<file path="config.mk">
export PLATFORM = sky130hd
export DESIGN_NAME = regfile_scoreboard
export DESIGN_NICKNAME = d
export VERILOG_FILES = /design/src/rtl/regfile_scoreboard.sv
export SDC_FILE = /design/constraint.sdc
export NUM_CORES = 2
export LEC_CHECK = 0
export CORE_MARGIN = 2
export CORE_UTILIZATION = 45
export CTS_BUF_LIST = sky130_fd_sc_hd__clkbuf_4 sky130_fd_sc_hd__clkbuf_8
export DETAILED_ROUTE_END_ITERATION = 7
export GPL_ROUTABILITY_DRIVEN = 0
export PLACE_DENSITY = 0.66
export SYNTH_ARGS = -nofsm -noshare
export SYNTH_HDL_FRONTEND = slang
export SYNTH_SLANG_ARGS = --single-unit
</file>
<file path="constraint.sdc">
create_clock -name clk -period 2.49 [get_ports clk]
set_input_delay 0.3735 -clock clk [delete_from_list [all_inputs] [get_ports clk]]
set_output_delay 0.3735 -clock clk [all_outputs]
set_load 0.05 [all_outputs]
</file>
<file path="src/rtl/regfile_scoreboard.sv">
// regfile_scoreboard: NREAD-port register file with per-register busy scoreboard.
// Optional same-cycle writeback bypass on reads when REGFILE_WRITE_BYPASS_EN is defined.
module regfile_scoreboard #(
  parameter int XLEN  = 32,
  parameter int NREGS = 32,
  parameter int NREAD = 2,
  localparam int AW   = $clog2(NREGS)
) (
  input  logic                  clk,
  input  logic                  reset,
  input  logic [NREAD*AW-1:0]   rd_addr,
  output logic [NREAD*XLEN-1:0] rd_data,
  output logic [NREAD-1:0]      rd_busy,
  input  logic                  we,
  input  logic [AW-1:0]         wa,
  input  logic [XLEN-1:0]       wd,
  input  logic                  issue_en,
  input  logic [AW-1:0]         issue_addr,
  output logic                  any_busy
);
  logic [XLEN-1:0]  regs_q [NREGS];
  logic [XLEN-1:0]  regs_d [NREGS];
  logic [NREGS-1:0] busy_q, busy_d;
  logic             wr_en, iss_en;
  // Issue is applied after the write so a new producer wins over a same-cycle writeback.
  always_comb begin
    wr_en  = we && wa != '0;
    iss_en = issue_en && issue_addr != '0;
    regs_d = regs_q;
    busy_d = busy_q;
    if (wr_en) begin
      regs_d[wa] = wd;
      busy_d[wa] = 1'b0;
    end
    if (iss_en) busy_d[issue_addr] = 1'b1;
  end
  always_ff @(posedge clk or negedge reset) begin
    if (!reset) begin
      for (int r = 0; r < NREGS; r++) regs_q[r] <= '0;
      busy_q <= '0;
    end else begin
      regs_q <= regs_d;
      busy_q <= busy_d;
    end
  end
  assign any_busy = |busy_q[NREGS-1:1];
  for (genvar g = 0; g < NREAD; g++) begin : g_rd
    logic [AW-1:0] a;
    logic          hit;
    assign a = rd_addr[g*AW +: AW];
`ifdef REGFILE_WRITE_BYPASS_EN
    assign hit = wr_en && a == wa;
`else
    assign hit = 1'b0;
`endif
    // Outputs are forced quiet while reset is held so a bypassed write cannot leak through.
    assign rd_data[g*XLEN +: XLEN] = !reset ? '0 : hit ? wd : regs_q[a];
    assign rd_busy[g] = reset && ((hit && !(iss_en && issue_addr == wa)) ? 1'b0 : busy_q[a]);
  end
endmodule
</file>
# Word level (Yosys, flattened, before mapping)
# Index checks and enable logic that the tools add are counted.
# totals
output_inout_bits	67
ff_bits	1056
inputBits	56
elab_cells	80
# op_classes
mux	21
n_bitwise	6
order_cmp	10
reduce_logical	10
# ops
op	count
1024-bit bitwise mux	1
32-bit binary-select mux with 5-bit select	2
32-bit 2-to-1 mux	9
32-bit demux with 5-bit select	1
32-bit AND	1
32-bit NOT	1
32-bit bitwise OR	1
31-bit OR reduction	1
5-bit by 6-bit < comparator with 1-bit output, second input constant	4
6-bit >= comparator, second input constant	3
5-bit NOT with 6-bit output	3
1-bit binary-select mux with 5-bit select	2
1-bit demux with 5-bit select	2
5-bit by 1-bit >= comparator with 1-bit output, second input constant	2
5-bit nonzero test	2
1-bit logical AND	7
6-bit by 1-bit < comparator with 1-bit output, second input constant	1
1-bit 2-to-1 mux	4

# Depth between registers and ports, before layout
# logic_depth
ltp_word	9
ltp_mapped	8
mapped_depth_nobuf	4

# Worst setup path before layout
# OpenSTA, ideal clock, no wires.
# synth_path
path_type	input port to output port
start	in rd_addr[5]
end	out rd_data[33]
n_path_buf	4
cell_stages	7
slack_ns	-0.388
required_ns	2.117
arrival_ns	2.505
path_cell_list	clkbuf_1 -> inv_1 -> buf_2 -> clkbuf_1 -> clkbuf_1 -> o2111ai_1 -> a31oi_1
# synth_between
elab_chain_len	5
# synth_lines
item	line_no	source
from (decl)	11	input logic [NREAD*AW-1:0] rd_addr,
5-bit NOT with 6-bit output (implied by the code)	57	assign rd_data[g*XLEN +: XLEN] = !reset ? '0 : hit ? wd : regs_q[a];
32-bit binary-select mux with 5-bit select	57	
32-bit 2-to-1 mux (implied by the code) (2 in series)	57	
32-bit 2-to-1 mux	57	
to (decl)	12	output logic [NREAD*XLEN-1:0] rd_data,
# Every way passes these cells. The select of a mux whose other input is x is not followed.

# Final worst setup path
# layout_path
start	reg regs_q[886] (netlist bit)
end	out rd_data[54]
# layout_between
elab_chain_len	4
# layout_lines
item	line_no	source
from (decl)	21	logic [XLEN-1:0] regs_q [NREGS];
from (signal assigned)	42	regs_q <= regs_d;
32-bit binary-select mux with 5-bit select	57	
32-bit 2-to-1 mux (implied by the code) (2 in series)	57	
32-bit 2-to-1 mux	57	
# Every way passes these cells. The select of a mux whose other input is x is not followed.

==> impl_metrics.tcl <==
set metrics [dict create \
    power_switching_w 0.0148 \
    clock_power_share_pct 31.7 \
    cp.depth 7 \
    finalNonFillerCells 5892 \
    crit_top_cell "buf_12" \
    ys_ff_latch 1056 \
    utilization_pct 56.8 \
    synth_edf_count 0 \
    clk_latency_ps 890 \
    ys_types 43 \
    dpl.hpwl_um 120000 \
    grt.overflow.total 0 \
    violations "setup timing" \
    syn_area_per_cell_um2 15.1 \
    dr.pass1.iters 6 \
    critPathTopFamily "multiplexers" \
    r2r_start "regs_q[517]" \
    n_fill_cell 9828 \
    cpPeakStageDelay_ps 500 \
    dieArea_um2 127000 \
    switching_share_pct 28.5 \
    status "finished, violations left" \
    antenna_left 0 \
    setup_viol 67 \
    clkTransAtPathRegs_ps 60 \
    dp.cells 5544 \
    netlist_area_um2 56000 \
    finalWorstPathRequiredPeriod_ps 3150 \
    cts_buffers 176 \
    synth_fp_nets 3757 \
    final_cell_mix "dfrtp_1 (1056), mux2_2 (1038), mux4_2 (462), buf_4 (402), clkbuf_8 (227)" \
    worstReg2RegEnd "regs_q[517]" \
    max_freq_ghz 0.318 \
    period_share_pct 126 \
    skew_ps 0 \
    clock_sinks 1056 \
    dpl_cell_area_um2 65000 \
    finalInstanceArea_um2 70200 \
    crit_buf_inv 3 \
    async_reset_ff_share_pct 100 \
    grt_pass1_vias 39780 \
    yosys_warnings 0 \
    core_area_um2 124000 \
    power.leakage_nw 30.4 \
    power.internal_w 0.0371 \
    hold_viol 0 \
    area_growth_syn_to_layout_pct 25.2 \
    ioPinCount 123 \
    fin_nets 4186 \
    num_vias 38199 \
    grt_pass1_wl_um 274000 \
    grt_max_degree 90 \
    antenna_found_initial 3 \
    cellPowerDensity_nw_per_um2 739 \
    synth_flop_cell "dfrtp_1" \
    critPathKind "reg -> out" \
    worst_setup_path_end_kind "primary output" \
    final_common_cell "dfrtp_1" \
    via_per_inst 6.48 \
    path_cells "mux4_2 -> mux2_4 -> o221ai_2 -> buf_4 -> a31oi_4 -> buf_12 -> buf_12" \
    drive_gt1_share_pct 63.6 \
    timing.final.ws_setup_ps -656 \
    slew_headroom_pct 29.9 \
    irDropWorstVdd_mv 0.619 \
    wl_per_cell_um 31.6 \
    max_cap_viol_count 0 \
    rsz0062_at_grt "true" \
    root_buffer "clkbuf_8" \
    ff2ff_setup_slack_ps 1470 \
    port_buffers 122 \
    drcViolationCount 0 \
    tightest_slew_ps 1050 \
    dr.first_iter.drc_count 3436 \
    cts_tree "yes" \
    slowest_stage "mux4_2" \
    seq_power_share_pct 44.2 \
    fin_total_pwr_w 0.0519 \
    p_comb_share_pct 24.2 \
    worst_r2r_path_depth 3 \
    rows 129 \
    die_w_um 357 \
    syn_inst 3701 \
    hold_class "in -> async" \
    ys_seq_area_share_pct 47.2 \
    h-tree-depth 4 \
    cts.path.max_buffers 3 \
    cp_data_arrival_time_ps 2770 \
    startpoint "regs_q[886]" \
    critPathMaxFanout 3 \
    cp-endpoint "rd_data[54]" \
    dieHeight_um 357 \
    grt_usage_pct 29.4 \
    startpoint_type "flop" \
    critPathRequiredTime_ps 2120 \
    maxSlewViolCount 0 \
    wl_um 186000 \
    start_util_pct 45.3 \
]
## power groups by stage
stage               registers (W)  clock network, W  logic [W]
finish                     0.0229            0.0164     0.0125
global route               0.0233            0.0175     0.0132
CTS                        0.0228            0.0167     0.0124
detailed placement         0.0231                 0     0.0117
global placement           0.0229                 0     0.0114
floorplan                  0.0222                 0    0.00832
## cell usage after synthesis (all sizes together) (3+ instances only)
library cell / count / area, um2
a221oi: 41 / 359
o2111ai: 25 / 219
a31oi: 66 / 413
nor2: 17 / 63.8
buf: 200 / 1020
o2bb2ai: 4 / 35.0
nand3b: 8 / 60.1
clkbuf: 236 / 886
mux2i: 131 / 1310
or2: 3 / 18.8
o21ai: 59 / 295
a22oi: 66 / 495
dfrtp: 1056 / 26400
nor2b: 4 / 25.0
mux4: 462 / 10400
nor3b: 9 / 77.6
o221ai: 66 / 578
inv: 5 / 18.8
a22o: 15 / 131
nand3: 4 / 20.0
nand2: 69 / 269
and3b: 4 / 35.0
o22ai: 3 / 18.8
nor4: 7 / 43.8
mux2: 1124 / 12700
## flip-flops by register name, summed over array words and instances, names as in the netlist
| name | cells |
|---|---|
| regs_q | 1024 |
| busy_q | 32 |
## area by class of cell
cell class | count | area (um2) | share of cell area [%]
multi-input cells | 2204 | 29900 | 42.6
flip-flops and latches | 1056 | 26400 | 37.7
repair buffers | 687 | 8050 | 11.5
clock buffers | 272 | 3460 | 4.93
well taps | 1637 | 2050 | 2.92
clock inverters | 28 | 253 | 0.360
inverters | 5 | 23.8 | 0.0339
diodes | 3 | 7.51 | 0.0107
## per-stage QoR
| step | setup slack, ps | hold WS, ps | TNS [ps] |
|---|---|---|---|
| global route | -751 | 181 | -38060 |
| finish | -656 | 155 | -33210 |
| CTS | -723 | 97.6 | -38360 |
| global placement | -341 | 235 | -12640 |
| floorplan | -84.4 | 77.9 | -84.4 |
| detailed placement | -368 | 231 | -12320 |
## cells by family after synthesis
logic type             synth area share (%)
multiplexers                           43.5
flip-flops                             47.2
buffers and inverters                  3.44
AO/OA/AOI/OAI                          4.55
AND/OR/NAND/NOR                        1.37
## worst min-delay path by stage
stage / from / end / slack (ps) / depth (start not counted)
after floorplan: reset / busy_q[0] / 80 / 0
after global placement: reset / regs_q[835] / 230 / 1
after detailed placement: reset / regs_q[835] / 230 / 1
after CTS: reset / regs_q[867] / 100 / 3
after global routing: reset / regs_q[517] / 180 / 4
final: reset / regs_q[774] / 150 / 4
## per-layer routing
layer	vias up	track usage, %	wire length [um]	part of all wire [%]
met2	1719	45.8	86700	47
met4	4	12.2	7550	4.1
met3	460	6.74	15000	8.1
li1	15389	-	-	-
met1	20627	40.0	76700	41
met5	-	0	27	0.015
## what timing repair did
action / 4_1_cts / 5_1_grt
endpoints found under the hold margin: 607 / 2
hold buffers: 15 / 1
pin swaps: 23 / 13
buffers inserted: 22 / 12
endpoints found under the setup margin: 67 / 67
gates resized for setup: 160 / 26
cloned: 0 / 0
## worst reg2reg max path, stage by stage (launching register included)
cell	delay, ps
dfrtp_1	400
buf_4	140
buf_4	120
mux2_2	250
Power figures use the tool's default switching activity.
